`config.mk`:
```
export PLATFORM = sky130hd
export DESIGN_NAME = ov7670_pixel_packer
export DESIGN_NICKNAME = d
export VERILOG_FILES = /design/src/rtl/cam_pkg.sv /design/src/rtl/cam_edge_detect.sv /design/src/rtl/ov7670_pixel_packer.sv
export SDC_FILE = /design/constraint.sdc
export NUM_CORES = 1
export LEC_CHECK = 0
export ABC_AREA = 1
export ABC_CLOCK_PERIOD_IN_PS = 2600
export BUFFER_PORTS_ARGS = -buffer_cell sky130_fd_sc_hd__buf_2
export CAP_MARGIN = 20
export CORE_ASPECT_RATIO = 0.75
export CORE_MARGIN = 2
export CORE_UTILIZATION = 50
export DETAILED_ROUTE_END_ITERATION = 10
export PLACE_DENSITY = 0.81
export SLEW_MARGIN = 20
export SYNTH_ARGS = -nofsm -noshare
export SYNTH_HDL_FRONTEND = slang
export SYNTH_SLANG_ARGS = --single-unit
```
`constraint.sdc`:
```
create_clock -name clk -period 2.6 [get_ports clk]
set_clock_uncertainty 0.05 [all_clocks]
set_input_delay 0 -clock clk [delete_from_list [all_inputs] [get_ports clk]]
set_output_delay 0 -clock clk [all_outputs]
set_load 0.005 [all_outputs]
```
`src/rtl/cam_pkg.sv`:
```
`default_nettype none
// ============================================================================
// Module      : cam_pkg
// Description : Shared constants and types for the OV7670 capture path.
//               Provides the camera FIFO word format, the frame-start marker
//               and the capture state encoding.
// Revision    : 1.0 - initial release
// ============================================================================
package cam_pkg;

    // Width of one camera FIFO word: bit 16 flags a marker, [15:0] is a pixel.
    localparam int CAM_WORD_W = 17;

    // Written once at the start of every frame so the reader can resynchronise.
    localparam logic [CAM_WORD_W-1:0] FRAME_START_WORD = 17'h10000;

    // Default VGA frame geometry.
    localparam int DEFAULT_FRAME_WIDTH  = 640;
    localparam int DEFAULT_FRAME_HEIGHT = 480;

    typedef enum logic [1:0] {
        IDLE   = 2'd0,
        VBLANK = 2'd1,
        ACTIVE = 2'd2,
        DROP   = 2'd3
    } cam_state_t;

endpackage : cam_pkg
`default_nettype wire

```
`src/rtl/cam_edge_detect.sv`:
```
`default_nettype none
// ============================================================================
// Module      : cam_edge_detect
// Description : Registers the previous value of a sampled input and produces
//               single-cycle rise / fall pulses relative to the current input.
// Ports       : clk    - sampling clock
//               rst    - asynchronous active-high reset
//               i_din  - input level being monitored
//               o_rise - high when i_din is 1 and was 0 on the previous clock
//               o_fall - high when i_din is 0 and was 1 on the previous clock
// Revision    : 1.0 - initial release
// ============================================================================
module cam_edge_detect (
    input  logic clk,
    input  logic rst,
    input  logic i_din,
    output logic o_rise,
    output logic o_fall
);

    logic r_prev;

    always_ff @(posedge clk or posedge rst) begin
        if (rst) begin
            r_prev <= 1'b0;
        end else begin
            r_prev <= i_din;
        end
    end

    assign o_rise = i_din & ~r_prev;
    assign o_fall = ~i_din & r_prev;

endmodule : cam_edge_detect
`default_nettype wire

```
`src/rtl/ov7670_pixel_packer.sv`:
```
`default_nettype none
// ============================================================================
// Module      : ov7670_pixel_packer
// Description : Samples the OV7670 parallel bus, packs byte pairs into RGB565
//               pixels and writes them to the camera FIFO, preceded by a
//               frame-start marker. Frames that overflow the FIFO or have a
//               malformed line structure are dropped from the first fault
//               until the next vertical sync.
// Ports       : clk          - camera pixel clock
//               reset        - asynchronous active-high reset
//               vsync        - vertical sync, high during blanking
//               href         - line valid
//               cam_data     - camera byte bus
//               fifo_full    - camera FIFO full flag
//               fifo_data    - FIFO write word (marker or {1'b0, pixel})
//               fifo_wr_en   - FIFO write strobe
//               frame_done   - one-cycle pulse after a clean frame
//               overflow_err - sticky FIFO overflow flag for this frame
//               line_err     - sticky line structure error for this frame
// Revision    : 1.0 - initial release
// ============================================================================
module ov7670_pixel_packer
    import cam_pkg::*;
#(
    parameter int FRAME_WIDTH  = DEFAULT_FRAME_WIDTH,
    parameter int FRAME_HEIGHT = DEFAULT_FRAME_HEIGHT
) (
    input  logic                  clk,
    input  logic                  reset,
    input  logic                  vsync,
    input  logic                  href,
    input  logic [7:0]            cam_data,
    input  logic                  fifo_full,
    output logic [CAM_WORD_W-1:0] fifo_data,
    output logic                  fifo_wr_en,
    output logic                  frame_done,
    output logic                  overflow_err,
    output logic                  line_err
);

    // Counters are one count wider than needed to index the frame so the
    // full value itself is representable and overruns can be compared.
    localparam int c_col_w  = $clog2(FRAME_WIDTH + 1);
    localparam int c_line_w = $clog2(FRAME_HEIGHT + 1);
    localparam logic [c_col_w-1:0]  c_width  = c_col_w'(FRAME_WIDTH);
    localparam logic [c_line_w-1:0] c_height = c_line_w'(FRAME_HEIGHT);

    // Edge pulses
    logic w_vsync_rise;
    logic w_vsync_fall;
    logic w_unused_href_rise;
    logic w_href_fall;

    cam_edge_detect u_vsync_edge (
        .clk    (clk),
        .rst    (reset),
        .i_din  (vsync),
        .o_rise (w_vsync_rise),
        .o_fall (w_vsync_fall)
    );

    cam_edge_detect u_href_edge (
        .clk    (clk),
        .rst    (reset),
        .i_din  (href),
        .o_rise (w_unused_href_rise),
        .o_fall (w_href_fall)
    );

    // State and datapath registers
    cam_state_t            r_state;
    logic [c_col_w-1:0]    r_col;
    logic [c_line_w-1:0]   r_line;
    logic                  r_phase;
    logic [7:0]            r_hi;
    logic [CAM_WORD_W-1:0] r_fifo_data;
    logic                  r_fifo_wr_en;
    logic                  r_frame_done;
    logic                  r_overflow_err;
    logic                  r_line_err;

    // Next-state values
    cam_state_t            w_state_nxt;
    logic [c_col_w-1:0]    w_col_nxt;
    logic [c_line_w-1:0]   w_line_nxt;
    logic                  w_phase_nxt;
    logic [7:0]            w_hi_nxt;
    logic [CAM_WORD_W-1:0] w_data_nxt;
    logic                  w_wr_nxt;
    logic                  w_done_nxt;
    logic                  w_ovf_nxt;
    logic                  w_lerr_nxt;

    always_ff @(posedge clk or posedge reset) begin
        if (reset) begin
            r_state <= IDLE;
        end else begin
            r_state <= w_state_nxt;
        end
    end

    always_comb begin
        w_state_nxt = r_state;
        w_col_nxt   = r_col;
        w_line_nxt  = r_line;
        w_phase_nxt = r_phase;
        w_hi_nxt    = r_hi;
        w_data_nxt  = r_fifo_data;
        w_wr_nxt    = 1'b0;
        w_done_nxt  = 1'b0;
        w_ovf_nxt   = r_overflow_err;
        w_lerr_nxt  = r_line_err;

        case (r_state)
            IDLE: begin
                // Only a full blanking interval is a safe place to start.
                if (vsync) begin
                    w_state_nxt = VBLANK;
                end
            end

            VBLANK: begin
                if (w_vsync_fall) begin
                    w_ovf_nxt   = 1'b0;
                    w_lerr_nxt  = 1'b0;
                    w_col_nxt   = '0;
                    w_line_nxt  = '0;
                    w_phase_nxt = 1'b0;
                    if (fifo_full) begin
                        w_ovf_nxt   = 1'b1;
                        w_state_nxt = DROP;
                    end else begin
                        w_wr_nxt    = 1'b1;
                        w_data_nxt  = FRAME_START_WORD;
                        w_state_nxt = ACTIVE;
                        // A first byte arriving with the marker is kept.
                        if (href) begin
                            w_hi_nxt    = cam_data;
                            w_phase_nxt = 1'b1;
                        end
                    end
                end
            end

            ACTIVE: begin
                if (w_vsync_rise) begin
                    w_state_nxt = VBLANK;
                    if (r_line == c_height) begin
                        w_done_nxt = 1'b1;
                    end else begin
                        w_lerr_nxt = 1'b1;
                    end
                end else if (href) begin
                    if (r_line == c_height) begin
                        // Data beyond the last expected line.
                        w_lerr_nxt  = 1'b1;
                        w_state_nxt = DROP;
                    end else if (!r_phase) begin
                        w_hi_nxt    = cam_data;
                        w_phase_nxt = 1'b1;
                    end else if (r_col == c_width) begin
                        // More pixels than a line may hold.
                        w_lerr_nxt  = 1'b1;
                        w_state_nxt = DROP;
                    end else if (fifo_full) begin
                        w_ovf_nxt   = 1'b1;
                        w_state_nxt = DROP;
                    end else begin
                        w_wr_nxt    = 1'b1;
                        w_data_nxt  = {1'b0, r_hi, cam_data};
                        w_col_nxt   = r_col + c_col_w'(1);
                        w_phase_nxt = 1'b0;
                    end
                end else if (w_href_fall) begin
                    if (r_phase || (r_col != c_width)) begin
                        w_lerr_nxt  = 1'b1;
                        w_state_nxt = DROP;
                    end else begin
                        w_line_nxt = r_line + c_line_w'(1);
                        w_col_nxt  = '0;
                    end
                end
            end

            DROP: begin
                if (vsync) begin
                    w_state_nxt = VBLANK;
                end
            end

            default: begin
                w_state_nxt = IDLE;
            end
        endcase
    end

    always_ff @(posedge clk or posedge reset) begin
        if (reset) begin
            r_col          <= '0;
            r_line         <= '0;
            r_phase        <= 1'b0;
            r_hi           <= 8'h00;
            r_fifo_data    <= '0;
            r_fifo_wr_en   <= 1'b0;
            r_frame_done   <= 1'b0;
            r_overflow_err <= 1'b0;
            r_line_err     <= 1'b0;
        end else begin
            r_col          <= w_col_nxt;
            r_line         <= w_line_nxt;
            r_phase        <= w_phase_nxt;
            r_hi           <= w_hi_nxt;
            r_fifo_data    <= w_data_nxt;
            r_fifo_wr_en   <= w_wr_nxt;
            r_frame_done   <= w_done_nxt;
            r_overflow_err <= w_ovf_nxt;
            r_line_err     <= w_lerr_nxt;
        end
    end

    assign fifo_data    = r_fifo_data;
    assign fifo_wr_en   = r_fifo_wr_en;
    assign frame_done   = r_frame_done;
    assign overflow_err = r_overflow_err;
    assign line_err     = r_line_err;

endmodule : ov7670_pixel_packer
`default_nettype wire

```
Yosys cells after proc, flatten, opt, wreduce, memory -nomap -nowiden

Index checks and enable logic that the tools add are counted.

$add $sub $neg: 2
$mul: 0
Divide/modulo/power cells: 0
Order comparisons: 0
Equality and inequality tests: 33
Shift-type cells: 0
Muxes and demuxes: 84
Bitwise gates (word level): 6
Reduce and logical (&&, ||, !) cells: 12

Operator list:

| operator                | count |
|---|---|
| $mux W17                | 8 |
| $mux W10                | 9 |
| $mux W8                 | 7 |
| $mux W9                 | 5 |
| $mux W1                 | 36 |
| $pmux W17 S2            | 1 |
| $ne A2 B2 Y1 const B    | 12 |
| $mux W2                 | 10 |
| $pmux W10 S2            | 1 |
| $ne A3 B3 Y1 const B    | 6 |
| $pmux W9 S2             | 1 |
| $reduce_and A9 Y1       | 2 |
| $pmux W8 S2             | 1 |
| $reduce_and A8 Y1       | 2 |
| $reduce_and A6 Y1       | 2 |
| $add A10 B1 Y10 const B | 1 |
| $eq A10 B10 Y1 const B  | 1 |
| $ne A10 B10 Y1 const B  | 1 |
| $ne A5 B4 Y1 const B    | 2 |
| $add A9 B1 Y9 const B   | 1 |
| $eq A9 B9 Y1 const B    | 1 |
| $pmux W1 S2             | 4 |
| $reduce_and A7 Y1       | 1 |
| $ne A2 B1 Y1 const B    | 3 |
| other kinds (14)        | 19 |

Register bits after elaboration: 53
Latch bits: 0
Memory bits (writable): 0
Bits in read-only memories: 0
Output and inout port bits: 21
Memories kept: 0

Logic depth before layout (Yosys ltp)

Depth in word-level cells: 8
Gate-level depth with buffers: 14
Gate-level depth less buffers: 12

Cells and area by module

From an unflattened synthesis, not the netlist that was laid out.

Cell total of the unflattened synthesis: 410
Area, all modules: 3029.2 um^2

By module, submodules not included:

| module              | times used | cells an instance | area an instance (um^2) | sequential area each (um^2) |
|---|---|---|---|---|
| ov7670_pixel_packer | 1          | 398               | 2941.6                  | 1276.2 |
| cam_edge_detect     | 2          | 6                 | 43.8                    | 25.0 |

Worst setup path before layout

No wires, ideal clock.

Path kind: register to register
Start point: reg r_col[0]
End point: reg r_fifo_data[16], in the netlist fifo_data[16]
Library setup time: 129 ps
Arrival time: 1598 ps
Path slack: 823 ps
Cell stages (with the launch flop): 15
Path through: dfrtp_1 -> clkbuf_1 -> inv_1 -> ha_1 -> nand2_1 -> clkinv_1 -> nand3_2 -> nor2_4 -> inv_2 -> nand2_2 -> nand2_4 -> nand2_8 -> buf_8 -> nand2_2 -> o21ai_2

Word-level cells in the longest chain between the ends: 3

Ends and longest elaborated chain:

| what                        | RTL line                   | text |
|---|---|---|
| start: declaration          | ov7670_pixel_packer.sv:72  | `logic [c_col_w-1:0] r_col;` |
| start signal: assignment    | ov7670_pixel_packer.sv:209 | `r_col <= w_col_nxt;` |
| $eq A10 B10 Y1              | ov7670_pixel_packer.sv:161 | `end else if (r_col == c_width) begin` |
| $ne A2 B2 Y1 (no line)      | --                         |  |
| $reduce_and A9 Y1 (no line) | --                         |  |
| end signal: assignment      | ov7670_pixel_packer.sv:213 | `r_fifo_data <= w_data_nxt;` |
| end: declaration            | ov7670_pixel_packer.sv:76  | `logic [CAM_WORD_W-1:0] r_fifo_data;` |

Every way passes these cells.
A chain may end at the register's enable or synchronous reset.

Final worst setup path

Start point: reg r_state[0]
End point: reg r_state[1]

Word-level cells in the longest chain between the ends: 4

Ends and longest elaborated chain:

| what                                             | RTL line                   | text |
|---|---|---|
| start: declaration                               | ov7670_pixel_packer.sv:71  | `cam_state_t r_state;` |
| start signal: assignment                         | ov7670_pixel_packer.sv:98  | `r_state <= w_state_nxt;` |
| $eq A2 B2 Y1 or $logic_not A2 Y1 (tied branches) | ov7670_pixel_packer.sv:114 | `case (r_state)` |
| $reduce_or A2 Y1 (no line)                       | --                         |  |
| $ne A2 B1 Y1 (no line)                           | --                         |  |
| $reduce_and A6 Y1 (no line)                      | --                         |  |

Several ways; a longest one is shown, not always the timed one.

==> run metrics <==
hold_ws 312 ps; Place WS 431 ps; Seq/Total Area, Yosys between 40% and 50%; Core Area 5770 sq um; synthesis-to-finish area growth 14.0%; final setup vio count 0; number of synthesized flops with an enable pin 0; Clock H-tree levels 2; Slew Limit Fails 0; Clk pin slew, worst setup/hold paths ~90 ps; RD Place Congestion about 0.93; detailed placer's ending HPWL 4250 um; Final ANT Viol Nets 0; drc violations 0; CTS tree done; setup bufs post-CTS 0; CTS Sinks 53; clk buf depth 2; end of the worst register-to-register path r_state[1]$_DFFE_PP0P_; crit share post-route 85.5%; initial core utilization 51.5%; post-synth net total between 300 and 400; IO Count 34; Post-CTS Resized 0; drt wl/cell roughly 12 um; most common cell in the netlist nand2_1; num rows 24; vias in the first global route 2411; global route overflow 0; GRT busiest layer met2; Crit path required time roughly 2800 ps; unrepaired setup endpoints after global routing no; Critical Path Sink Type flop; chip height 70.7 um; gr usage total 19.7%; Die ar. 6580 sq um; initial antenna violation count 0; largest net degree at the start of global routing 54; top cells by count, synth nand2_1, dfrtp_1, inv_1, nor2_1, nand3_1; Slew @ Worst Pin 885 ps; hold depth 2; GR Layer Usage met3 3.83%; initial DRC count approximately 140; status completed; final setup TNS 0 ps; Hold Violations, Final 0; PD cells 929 nW/um^2; HP Start vsync; layout cells sized above 1 20.3%; Peak VDD IR 0.356 mV; routed vias 2525; FF-to-FF path depth 11; met1 usage 29.2%; met2 Use GR 30.5%; Max Cap Viol 0; cell count after synthesis about 380; HP Class input pin to flop; Yosys top cell area share between 40% and 50%; Hold Crit Endpoint u_vsync_edge.r_prev$_DFF_PP0_; drt pass-1 iters 5; worst-path maximum fanout 14; Seq cells post-synth 53; number of vias per cell 5.03; cell type with the largest total area after synthesis dfrtp_1; # port buffers 33; top cells by area, synth dfrtp_1, nand2_1, o21ai_2; critical path class flop to flop; first-pass GRT wire length 10700 um; min Tclk post-route approximately 2200 ps; Worst Setup Start Kind flop; fraction of registers with async set/reset 100%; worst skew pair latency slightly above 300 ps; Die Span X around 93 um; Total Routed Length 5890 um; Pleak 1.67 nW; FF-to-FF setup slack 380 ps; Synth Flop Type dfrtp_1; antenna fix cells 0; setup ws final ~380 ps; cell area after synthesis 2970 sq um; r2r startpoint r_state[0]$_DFFE_PP0P_; hold buffers post-CTS 12; crit path DAT 2420 ps; cts bufs inserted 5; slew margin rel. 40.9%; Synth Warn # 0; CTS root buf clkbuf_8; synthesized area per cell slightly below 8 sq um; synth unique cells 29; fmax 450 MHz; Nets around 440
[worst max-delay path, cell delays in order, from the launching register on]
cell and delay (ps):
dfrtp_1 430, inv_1 70, ha_1 410, buf_4 300, nand2_1 180, nor2_1 180
nand2_1 80, nor2_1 140, a21oi_1 120, nand2_1 90, nand2_1 50, nand2_1 50
[cells by family (layout without fill, tap and decap cells)]
family	after synthesis	after routing	share of synthesized area (%)
simple gates	229	229	34.5
flops	53	53	44.7
buf+inv	47	92	7.25
compound gates	40	40	9.73
fa+ha+maj	7	7	2.95
xor+xnor	3	3	0.885
[through the flow]
stage          power, W  instances  area (sq um)  utilization [%]
3_3_place_gp    0.00262        482          3170             55.0
4_1_cts         0.00316        502          3380             58.7
3_5_place_dp    0.00267        482          3170             55.0
2_1_floorplan   0.00239        379          2970                -
5_1_grt         0.00344        502          3390             58.7
6_report        0.00315        502          3390             58.7
[where the power goes]
group	internal, W	total [W]	switching [W]
Sequential	0.00106	0.00121	0.000153
Clock	0.000195	0.000483	0.000288
Combinational	0.000475	0.00145	0.000975
Total	0.00173	0.00315	0.00142
[final cells by class]
class,count,area (sq um)
flip-flops and latches,53,1330
repair buffers,47,300
clock buffers,5,68.8
multi-input cells,279,1430
fillers,525,2380
clock inverters,3,25.0
inverters,37,140
well taps,78,97.6
[flip-flops by register name (all words and copies together), names as in the netlist]
name                 flops
fifo_wr_en               1
u_href_edge.r_prev       1
line_err                 1
r_line                   9
frame_done               1
r_phase                  1
r_state                  2
fifo_data               17
r_col                   10
u_vsync_edge.r_prev      1
overflow_err             1
r_hi                     8
[cell usage in the layout, fill, tap and decap left out, types with 2 or more instances in the layout]
cell type / count
nand3_1: 28
nor3_1: 2
nand2_1: 134
dfrtp_1: 53
clkbuf_8: 5
xor2_1: 3
buf_4: 2
o21ai_2: 21
buf_2: 33
or2_2: 4
nand3_2: 2
o21ai_1: 4
ha_1: 7
o21ai_0: 9
inv_1: 32
dlygate4sd3_1: 12
a21oi_1: 4
nand2_2: 6
nand2_4: 2
inv_2: 3
nand4_1: 15
nor2_1: 33
[routing by layer]
layer | share of wire, % | vias to the layer above | wire length [um]
li1 | - | 1297 | -
met1 | 48 | 1132 | 2840
met2 | 45 | 85 | 2640
met3 | 6.0 | 11 | 355
met4 | 0.95 | 0 | 56
met5 | 0 | - | 0
[worst max path at each step]
stage,depth (start not counted),startpoint,to,slack (ps)
3_5_place_dp,11,r_state[0]$_DFFE_PP0P_,r_state[1]$_DFFE_PP0P_,430
2_1_floorplan,14,r_col[0]$_DFFE_PP0P_,fifo_data[16]$_DFFE_PP0P_,820
3_3_place_gp,9,r_state[0]$_DFFE_PP0P_,fifo_data[10]$_DFFE_PP0P_,510
5_1_grt,11,r_state[0]$_DFFE_PP0P_,r_state[1]$_DFFE_PP0P_,130
6_report,11,r_state[0]$_DFFE_PP0P_,r_state[1]$_DFFE_PP0P_,380
4_1_cts,11,r_state[0]$_DFFE_PP0P_,r_state[1]$_DFFE_PP0P_,410
Power figures use the tool's default switching activity.
